===== config.mk =====
export PLATFORM = sky130hd
export DESIGN_NAME = dmem_arbiter
export DESIGN_NICKNAME = d
export VERILOG_FILES = /design/src/rtl/dmem_arbiter.sv
export SDC_FILE = /design/constraint.sdc
export NUM_CORES = 1
export LEC_CHECK = 0
export ABC_AREA = 1
export ABC_CLOCK_PERIOD_IN_PS = 3810
export BUFFER_PORTS_ARGS = -buffer_cell sky130_fd_sc_hd__buf_2
export CORE_AREA = 2 2 115 117
export CTS_BUF_LIST = sky130_fd_sc_hd__clkbuf_2 sky130_fd_sc_hd__clkbuf_4 sky130_fd_sc_hd__clkbuf_8
export DETAILED_ROUTE_END_ITERATION = 8
export DIE_AREA = 0 0 117 119
export HOLD_SLACK_MARGIN = 0.1
export PLACE_DENSITY = 0.85
export SLEW_MARGIN = 30
export SYNTH_ARGS = -nofsm -noshare
export SYNTH_HDL_FRONTEND = slang
export SYNTH_SLANG_ARGS = --single-unit

===== constraint.sdc =====
create_clock -name clk -period 3.81 [get_ports clk]
set_input_delay 0.762 -clock clk [delete_from_list [all_inputs] [get_ports clk]]
set_output_delay 0.762 -clock clk [all_outputs]
set_load 0.01 [all_outputs]

===== src/rtl/dmem_arbiter.sv =====
// Single-port data-memory arbiter between the core (C) and loader (L) request groups.
// Round-robin grant, IDLE/ACCESS/WAIT/RESP sequencing, registered read data and ack pulses.
module dmem_arbiter #(
    parameter int unsigned AW          = 32,
    parameter int unsigned DW          = 32,
    parameter int unsigned RD_LAT      = 1,
    parameter int unsigned DEPTH_WORDS = 64
) (
    input  logic          clk,
    input  logic          areset,
    input  logic          c_req,
    input  logic          c_we,
    input  logic [AW-1:0] c_addr,
    input  logic [DW-1:0] c_wdata,
    output logic          c_ack,
    output logic          c_err,
    output logic [DW-1:0] c_rdata,
    output logic          c_stall,
    input  logic          l_req,
    input  logic          l_we,
    input  logic [AW-1:0] l_addr,
    input  logic [DW-1:0] l_wdata,
    output logic          l_ack,
    output logic          l_err,
    output logic [DW-1:0] l_rdata,
    output logic          mem_en,
    output logic          mem_we,
    output logic [AW-1:0] mem_addr,
    output logic [DW-1:0] mem_wdata,
    input  logic [DW-1:0] mem_rdata
);
    typedef enum logic [1:0] {StIdle, StAccess, StWait, StResp} state_e;

    localparam int unsigned LW = AW + 1;
    localparam logic [AW:0] AddrLimit = LW'(DEPTH_WORDS * 4);

    state_e        state;
    logic          grant_l;  // loader owns the access in flight
    logic          last_l;   // loader received the most recent grant
    logic          lat_we;
    logic [2:0]    cnt;

    logic          pick_l;
    logic          sel_we;
    logic [AW-1:0] sel_addr;
    logic [DW-1:0] sel_wdata;
    logic          sel_bad;

    always_comb begin
        pick_l = l_req;
        if (c_req && l_req) begin
            pick_l = ~last_l;
        end
        sel_we    = pick_l ? l_we    : c_we;
        sel_addr  = pick_l ? l_addr  : c_addr;
        sel_wdata = pick_l ? l_wdata : c_wdata;
        sel_bad   = (sel_addr[1:0] != 2'b00) || ({1'b0, sel_addr} >= AddrLimit);
    end

    assign c_stall = c_req & ~c_ack;

    // Acks are registered one cycle early so they are high exactly while in RESP.
    always_ff @(posedge clk) begin
        if (!areset) begin
            state     <= StIdle;
            grant_l   <= 1'b0;
            last_l    <= 1'b1;
            lat_we    <= 1'b0;
            cnt       <= 3'd0;
            c_ack     <= 1'b0;
            c_err     <= 1'b0;
            c_rdata   <= '0;
            l_ack     <= 1'b0;
            l_err     <= 1'b0;
            l_rdata   <= '0;
            mem_en    <= 1'b0;
            mem_we    <= 1'b0;
            mem_addr  <= '0;
            mem_wdata <= '0;
        end else begin
            c_ack     <= 1'b0;
            c_err     <= 1'b0;
            l_ack     <= 1'b0;
            l_err     <= 1'b0;
            mem_en    <= 1'b0;
            mem_we    <= 1'b0;
            mem_addr  <= '0;
            mem_wdata <= '0;
            unique case (state)
                StIdle: begin
                    if (c_req || l_req) begin
                        grant_l <= pick_l;
                        last_l  <= pick_l;
                        lat_we  <= sel_we;
                        if (sel_bad) begin
                            state <= StResp;
                            c_ack <= ~pick_l;
                            c_err <= ~pick_l;
                            l_ack <= pick_l;
                            l_err <= pick_l;
                        end else begin
                            state     <= StAccess;
                            mem_en    <= 1'b1;
                            mem_we    <= sel_we;
                            mem_addr  <= sel_addr;
                            mem_wdata <= sel_wdata;
                        end
                    end
                end
                StAccess: begin
                    if (lat_we) begin
                        state <= StResp;
                        c_ack <= ~grant_l;
                        l_ack <= grant_l;
                    end else begin
                        cnt   <= 3'(RD_LAT);
                        state <= StWait;
                    end
                end
                StWait: begin
                    cnt <= cnt - 3'd1;
                    if (cnt == 3'd1) begin
                        if (grant_l) begin
                            l_rdata <= mem_rdata;
                        end else begin
                            c_rdata <= mem_rdata;
                        end
                        c_ack <= ~grant_l;
                        l_ack <= grant_l;
                        state <= StResp;
                    end
                end
                StResp: state <= StIdle;
                default: state <= StIdle;
            endcase
        end
    end

endmodule


==> results.md, run 1 <==
* Layout cell share with drive strength beyond 1 at 38.3%
* Most frequent cell after synthesis: sky130_fd_sc_hd__nand2_1
* Placed wire-length estimate after detailed placement at 11500 um
* Endpoints failing hold at 0
* P_leak at 3.76 nW
* Worst-Margin Slew at 800 ps
* Max-Slew Margin vs Limit at 46.4%
* Pins Over Slew Limit at 0
* Die area at 13900 um2
* Worst Path Buf+Inv at 2
* Internal power at 2.55 mW
* Fraction of the yosys area taken by sequential cells at 52.2%
* Most used DFF post-synth: sky130_fd_sc_hd__dfxtp_1
* Crit path capture type: register
* Crit path time final at 2540 ps
* Count of mapped cells out of synthesis at 688
* Height of the die at 119 um
* Global-route wire length before repair at 24200 um
* FMAX at 0.394 GHz
* Antenna Diode Count at 0
* Crit-path most repeated cell: sky130_fd_sc_hd__inv_1
* Top post-synthesis cells by area: sky130_fd_sc_hd__dfxtp_1 (52%), sky130_fd_sc_hd__nand2_1 (15%), sky130_fd_sc_hd__nand3_1 (7.0%)
* Sequential fraction of design power at 44.8%
* Hold buffers post-CTS at 0
* Sum of internal, switching and leakage power at 3.68 mW
* Max-cap violations at 0
* GR Overflow Total at 0
* Gp weighted congestion at 0.909
* Final worst-path cycle share at 66.6%
* Cell type with the largest total area after synthesis: sky130_fd_sc_hd__dfxtp_1
* Ordered cell list for the critical path: inv_1 -> ha_1 -> inv_1 -> nor3_2 -> nand2_2 -> nand2_1 -> a21oi_1
* Kind of cell adding the most delay to the critical path: simple AND/OR/NAND/NOR gates
* Standard-cell rows at 42
* Arrival time of the worst setup path at 2810 ps
* Post-route ant nets at 0
* Vias at 5605
* Final standard cell count with taps included and fillers excluded at 1183
* Routed WL per cell at 13.1 um
* Category of the most critical setup path: reg -> reg
* Post-synth EDFFs at 0
* TritonCTS Buffers at 17
* Clk pin slew, worst setup/hold paths at 80 ps
* Antenna violations before repair at 0
* Final Setup Violations at 0
* Worst Path Max Fanout at 32
* Filler Cell Count at 1179
* Maximum number of pins on one net before global-route repair at 72
* Final hold slack at 457 ps
* Share of power burned in combinational logic at 21.0%
* Area growth syn-to-layout at 38.9%
* Core area at 12900 um2
* Switching power of the nets at 1.13 mW
* Clk pwr share at 34.2%
* Aggregate negative setup slack at 0 ps
* Clk_skew at 11.5 ps
* Mean cell area of the mapped netlist at 7.91 um2
* Area of all sequential standard cells at 2840 um2
* Number of H-tree levels at 4
* Global-route usage over all layers at 21.9%
* Number of ports placed on the die boundary at 301
* Share of async-settable or async-resettable flops after synthesis at 0%
* Avg Vias per Cell at 4.74
* Critical Path RT at 4080 ps
* Clock root cell: sky130_fd_sc_hd__clkbuf_8
* Post-synthesis sequential element count at 142
* DRC at 0
* Post-CTS Setup Inserts at 0
* DRT iter0 DRCs at 373
* Count of buffers from port buffering at 300
* Setup repair after global routing missed its margin: false
* Post-synth top cells: sky130_fd_sc_hd__nand2_1 (212), sky130_fd_sc_hd__dfxtp_1 (142), sky130_fd_sc_hd__nand3_1 (76)
* Initial core utilization at 42.3%
* Worst flop-to-flop path startpoint: state[0]$_SDFFE_PN0P_
* Number of cells upsized or downsized after cts at 0
* Die span in x at 117 um
* Number of iterations in the first detailed-routing pass at 5
* Insertion delay of the later-clocked pin in the worst-skew pair at 430 ps
* Number of global-route vias before repair at 5291
* VDD IR max at 0.000313 V
* Max stage delay cell, worst path: sky130_fd_sc_hd__nor3_2
* Result of the run: completed
* Yosys Warn Count at 0
* Area used by multi-input combinational logic at 2360 um2
* Post-synthesis cell type count at 26
* Worst hold path startpoint: c_rdata[7]$_SDFFE_PN0P_
* Wirelength, routed at 15500 um
* Clock tree from TritonCTS: built
* Net total in the final layout at 1167
* Critical path launch point type: register
* Post-placement cell count at 1152
* Power per Cell Area at 486 nW/um2
* Hold Path Class: reg -> reg
* Proportion of netlist area held by the largest area contributor at 52.2%
* Startpoint of the most critical setup path: state[0]$_SDFFE_PN0P_
* Largest stage delay, worst path at 660 ps
* Max Buffers Root-to-Sink at 2
* Synthesized cell area at 5440 um2
* Switching portion of total power at 30.8%
* Num Clock Sinks at 142
-- registers in the layout (all words and copies together), names as in the netlist --
register   flops
l_ack          1
last_l         1
lat_we         1
mem_addr      32
mem_en         1
mem_wdata     32
c_rdata       32
l_rdata       32
cnt            3
mem_we         1
l_err          1
c_err          1
grant_l        1
c_ack          1
state          2
-- routing by layer --
metal | vias to the layer above | GRT usage (%) | share of wire (%)
met2 | 225 | 37.2 | 50
met5 | - | 0 | 0
li1 | 2809 | - | -
met3 | 45 | 6.82 | 7.0
met1 | 2526 | 24.7 | 39
met4 | 0 | 10.4 | 3.7
-- power groups by stage --
stage | registers (mW) | logic (mW) | clock network [mW]
after floorplan | 1.69 | 0.480 | 0
after CTS | 1.65 | 0.772 | 1.29
after global routing | 1.66 | 0.876 | 1.36
after global placement | 1.68 | 0.749 | 0
after detailed placement | 1.68 | 0.769 | 0
final | 1.65 | 0.774 | 1.26
-- cells by family after synthesis --
group / share of synthesized area [%]
compound gates: 14.0
fa+ha+maj: 1.38
buf+inv: 6.44
flops: 52.2
mux: 0.184
other cells: 0.0689
simple gates: 25.7
-- stage by stage --
stage	cell area [um2]	utilization [%]	setup slack, ps
2_1_floorplan	5540	-	1820
3_3_place_gp	7140	55.4	1070
3_5_place_dp	7140	55.5	1000
4_1_cts	7560	58.7	1220
5_1_grt	7560	58.7	982
6_report	7560	58.7	1270
-- worst reg2reg max path: cells and delay by family (launching register included) --
kind                     cells  cell delay, ps
AO/OA/AOI/OAI                1              90
adder cells (fa/ha/maj)      1             250
buffers and inverters        2             220
flip-flops                   1             350
AND/OR/NAND/NOR              3            1480
-- path summary, 6_finish.rpt --
kind	cells past startpoint	end	slack, ps
min reg2reg	2	c_rdata[7]$_SDFFE_PN0P_	460
min	2	c_rdata[7]$_SDFFE_PN0P_	460
max	7	l_rdata[18]$_SDFFE_PN0P_	1270
max reg2reg	7	l_rdata[18]$_SDFFE_PN0P_	1270
-- placed cells by master, fill, tap and decap left out --
cell / instances
sky130_fd_sc_hd__clkbuf_8: 18
sky130_fd_sc_hd__conb_1: 26
sky130_fd_sc_hd__buf_4: 9
sky130_fd_sc_hd__nand4_1: 1
sky130_fd_sc_hd__inv_8: 1
sky130_fd_sc_hd__clkinv_1: 1
sky130_fd_sc_hd__nor2_1: 20
sky130_fd_sc_hd__or2_2: 2
sky130_fd_sc_hd__a211oi_1: 1
sky130_fd_sc_hd__nor3_2: 1
sky130_fd_sc_hd__nor3_1: 1
sky130_fd_sc_hd__o221ai_1: 1
sky130_fd_sc_hd__a21oi_2: 37
sky130_fd_sc_hd__clkinvlp_4: 1
sky130_fd_sc_hd__nand3_2: 1
sky130_fd_sc_hd__o21a_1: 1
sky130_fd_sc_hd__o21ai_1: 1
sky130_fd_sc_hd__inv_1: 37
sky130_fd_sc_hd__clkinv_4: 3
sky130_fd_sc_hd__dfxtp_1: 142
sky130_fd_sc_hd__ha_1: 6
sky130_fd_sc_hd__nand2_1: 210
sky130_fd_sc_hd__buf_2: 300
sky130_fd_sc_hd__nand3b_1: 15
sky130_fd_sc_hd__inv_6: 2
sky130_fd_sc_hd__a21oi_1: 74
sky130_fd_sc_hd__clkbuf_4: 2
sky130_fd_sc_hd__inv_2: 2
sky130_fd_sc_hd__clkinv_2: 1
sky130_fd_sc_hd__mux2i_1: 1
sky130_fd_sc_hd__o21ai_0: 8
sky130_fd_sc_hd__nand2_2: 3
sky130_fd_sc_hd__nand3_1: 75
sky130_fd_sc_hd__bufinv_16: 3
-- final cells by class --
| class | count | area share, % |
|---|---|---|
| sequential | 142 | 37.6 |
| multi-input combinational | 485 | 31.2 |
| timing repair buffer | 309 | 20.7 |
| clock buffer | 20 | 3.47 |
| tap | 176 | 2.91 |
| clock inverter | 11 | 2.08 |
| inverter | 40 | 1.99 |
No activity file was read; power rests on OpenSTA's default activity.
==> run 2: changes to the inputs <==
Settings changed: ABC_CLOCK_PERIOD_IN_PS 3810 to 2200, CORE_AREA 2 2 115 117 to unset, CORE_MARGIN set to 2, CORE_UTILIZATION set to 41, DIE_AREA 0 0 117 119 to unset.
Clock period 3.81 ns to 2.2 ns, I/O delays scaled along.
==> run 2 against run 1 <==
  * Non-clock buffer count is 7 higher
  * Wire length up 1.8%
  * Clock power is 56% higher
  * Critical path type unchanged
  * Largest cell class unchanged
==> results.md, run 2 (synthesized netlist as in run 1, its figures left out) <==
* Ordered cell list for the critical path: inv_1 -> ha_1 -> inv_1 -> nor3_2 -> buf_4 -> nand2_1 -> buf_4 -> nand2_1 -> a21oi_1 (was inv_1 -> ha_1 -> inv_1 -> nor3_2 -> nand2_2 -> nand2_1 -> a21oi_1)
* Hold buffers post-CTS at 0 (unchanged)
* Max-cap violations at 0 (unchanged)
* Cell count of the worst reg-to-reg path at 9 (was 7)
* Post-placement cell count at 1159 (was 1152)
* GR Overflow Total at 0 (unchanged)
* Num Clock Sinks at 142 (unchanged)
* Crit path capture type: register (unchanged)
* Cells on Worst Hold Path at 3 (was 2)
* Pins Over Slew Limit at 0 (unchanged)
* Max Buffers Root-to-Sink at 2 (unchanged)
* Final worst-path cycle share at 87.3% (was 66.6%)
* Levels on crit path at 9 (was 7)
* Filler Cell Count at 1168 (was 1179)
* Post-route ant nets at 0 (unchanged)
* Result of the run: completed (unchanged)
* Gp weighted congestion at 0.949 (was 0.909)
* Met2 wirelength from detailed routing at 7870 um (was 7780 um)
* Clk_skew at 15.9 ps (was 11.5 ps)
* Number of iterations in the first detailed-routing pass at 5 (unchanged)
* Category of the most critical setup path: reg -> reg (unchanged)
* Die span in x at 119 um (was 117 um)
* Worst-Margin Slew at 510 ps (was 800 ps)
* Wirelength, routed at 15800 um (was 15500 um)
* Met3 wire length at 1310 um (was 1090 um)
* Metal1 wirelength at 6070 um (was 6090 um)
* Worst hold path startpoint: c_wdata[7] (was c_rdata[7]$_SDFFE_PN0P_)
* Final Setup Violations at 0 (unchanged)
* P_leak at 3.78 nW (was 3.76 nW)
* Avg Vias per Cell at 4.74 (about the same)
* Die area at 14200 um2 (was 13900 um2)
* Worst flop-to-flop path startpoint: state[0]$_SDFFE_PN0P_ (unchanged)
* Number of H-tree levels at 4 (unchanged)
* Hold Path Class: in -> reg (was reg -> reg)
* Max stage delay cell, worst path: sky130_fd_sc_hd__dfxtp_1 (was sky130_fd_sc_hd__nor3_2)
* Critical Path RT at 2540 ps (was 4080 ps)
* Power per Cell Area at 812 nW/um2 (was 486 nW/um2)
* Post-CTS Setup Inserts at 0 (unchanged)
* Routed WL per cell at 13.3 um (was 13.1 um)
* Core area at 13100 um2 (was 12900 um2)
* Global-route usage over all layers at 21.9% (about the same)
* Number of global-route vias before repair at 5407 (was 5291)
* Layout cell share with drive strength beyond 1 at 38.6% (was 38.3%)
* Setup repair after global routing missed its margin: false (unchanged)
* DRC at 0 (unchanged)
* Net total in the final layout at 1174 (was 1167)
* Standard-cell rows at 42 (unchanged)
* Startpoint of the most critical setup path: state[0]$_SDFFE_PN0P_ (unchanged)
* Height of the die at 119 um (about the same)
* Area growth syn-to-layout at 39.8% (was 38.9%)
* Initial core utilization at 41.6% (was 42.3%)
* Final standard cell count with taps included and fillers excluded at 1191 (was 1183)
* Worst Path Buf+Inv at 4 (was 2)
* Critical path launch point type: register (unchanged)
* Number of cells upsized or downsized after cts at 0 (unchanged)
* Worst Path Max Fanout at 31 (was 32)
* Crit path time final at 1920 ps (was 2540 ps)
* Clock root cell: sky130_fd_sc_hd__clkbuf_8 (unchanged)
* VDD IR max at 0.000470 V (was 0.000313 V)
* Arrival time of the worst setup path at 2260 ps (was 2810 ps)
* Antenna Diode Count at 0 (unchanged)
* Post-DP Area at 7230 um2 (was 7140 um2)
* Global-route wire length before repair at 24800 um (was 24200 um)
* Antenna violations before repair at 0 (unchanged)
* Number of ports placed on the die boundary at 301 (unchanged)
* TritonCTS Buffers at 17 (unchanged)
* Placed wire-length estimate after detailed placement at 11800 um (was 11500 um)
* Count of buffers from port buffering at 300 (unchanged)
* Clk pin slew, worst setup/hold paths at 90 ps (was 80 ps)
* DRT iter0 DRCs at 452 (was 373)
* Commonest cells after routing, fill and taps aside: sky130_fd_sc_hd__buf_2 (300), sky130_fd_sc_hd__nand2_1 (212), sky130_fd_sc_hd__dfxtp_1 (142) (was sky130_fd_sc_hd__buf_2 (300), sky130_fd_sc_hd__nand2_1 (210), sky130_fd_sc_hd__dfxtp_1 (142))
* FMAX at 0.520 GHz (was 0.394 GHz)
* Maximum number of pins on one net before global-route repair at 72 (unchanged)
* Aggregate negative setup slack at 0 ps (unchanged)
* Clock tree from TritonCTS: built (unchanged)
* Largest stage delay, worst path at 350 ps (was 660 ps)
* Leading cell type in the layout, fill and taps excluded: sky130_fd_sc_hd__buf_2 (unchanged)
* Max-Slew Margin vs Limit at 65.7% (was 46.4%)
* Max layer used: met4 (unchanged)
* Endpoints failing hold at 0 (unchanged)
* Insertion delay of the later-clocked pin in the worst-skew pair at 460 ps (was 430 ps)
* Post-Layout Inst Area at 7610 um2 (was 7560 um2)
* Kind of cell adding the most delay to the critical path: buffers and inverters (was simple AND/OR/NAND/NOR gates)
* Vias at 5650 (was 5605)
run 2: cell count changes in the layout (fill, tap and decap cells not counted):
| cell | previous run | this run |
|---|---|---|
| sky130_fd_sc_hd__buf_4 | 9 | 13 |
| sky130_fd_sc_hd__buf_12 | 0 | 3 |
| sky130_fd_sc_hd__bufinv_16 | 3 | 0 |
| sky130_fd_sc_hd__clkbuf_4 | 2 | 0 |
| sky130_fd_sc_hd__clkinv_8 | 0 | 2 |
| sky130_fd_sc_hd__clkinvlp_4 | 1 | 3 |
| sky130_fd_sc_hd__inv_8 | 1 | 3 |
| sky130_fd_sc_hd__nand2_1 | 210 | 212 |
| sky130_fd_sc_hd__nand2_2 | 3 | 1 |
| sky130_fd_sc_hd__clkbuf_8 | 18 | 17 |
| sky130_fd_sc_hd__clkinv_2 | 1 | 0 |
| sky130_fd_sc_hd__clkinv_4 | 3 | 4 |
| sky130_fd_sc_hd__inv_6 | 2 | 3 |
run 2: where the power goes:
group          switching (mW)  internal, mW  leakage, nW
sequential             0.0894          2.74         1.16
clock                    1.13         0.833        0.185
combinational           0.877         0.511         2.44
run 2: final timing paths:
check	end	slack [ps]
worst min-delay path	mem_wdata[7]$_SDFF_PP0_	230
worst max register to register	l_rdata[4]$_SDFFE_PN0P_	280
worst max-delay path	l_rdata[4]$_SDFFE_PN0P_	280
worst min register to register	c_rdata[9]$_SDFFE_PN0P_	460
run 2: tightest hold or removal path: cells and delay by family:
kind / cells / cell delay [ps]
buffers and inverters: 1 / 100
and+or+nand+nor: 1 / 70
AOI/OAI and AO/OA: 1 / 50
run 2: metrics by stage:
| step | utilization [%] | total power [mW] | worst slack, ps | hold WS (ps) |
|---|---|---|---|---|
| final | 58.2 | 6.18 | 279 | 227 |
| after global routing | 58.2 | 6.56 | 123 | 203 |
| after CTS | 58.2 | 6.24 | 251 | 187 |
| after detailed placement | 55.2 | 4.27 | 215 | 450 |
| after global placement | 55.2 | 4.24 | 240 | 445 |
| after floorplan | - | 3.76 | 530 | 429 |
run 2: cell type report:
type                       count  area, um2  area share [%]
sequential                   142       2840            37.4
multi-input combinational    485       2350            30.9
timing repair buffer         316       1660            21.8
clock buffer                  17        234            3.07
tap                          176        220            2.89
clock inverter                15        150            1.97
inverter                      40        150            1.97
run 2: per-layer routing:
| metal | track usage, % | vias up |
|---|---|---|
| met5 | 0 | - |
| met4 | 11.2 | 0 |
| met2 | 36.7 | 238 |
| li1 | - | 2829 |
| met1 | 24.8 | 2528 |
| met3 | 7.38 | 55 |
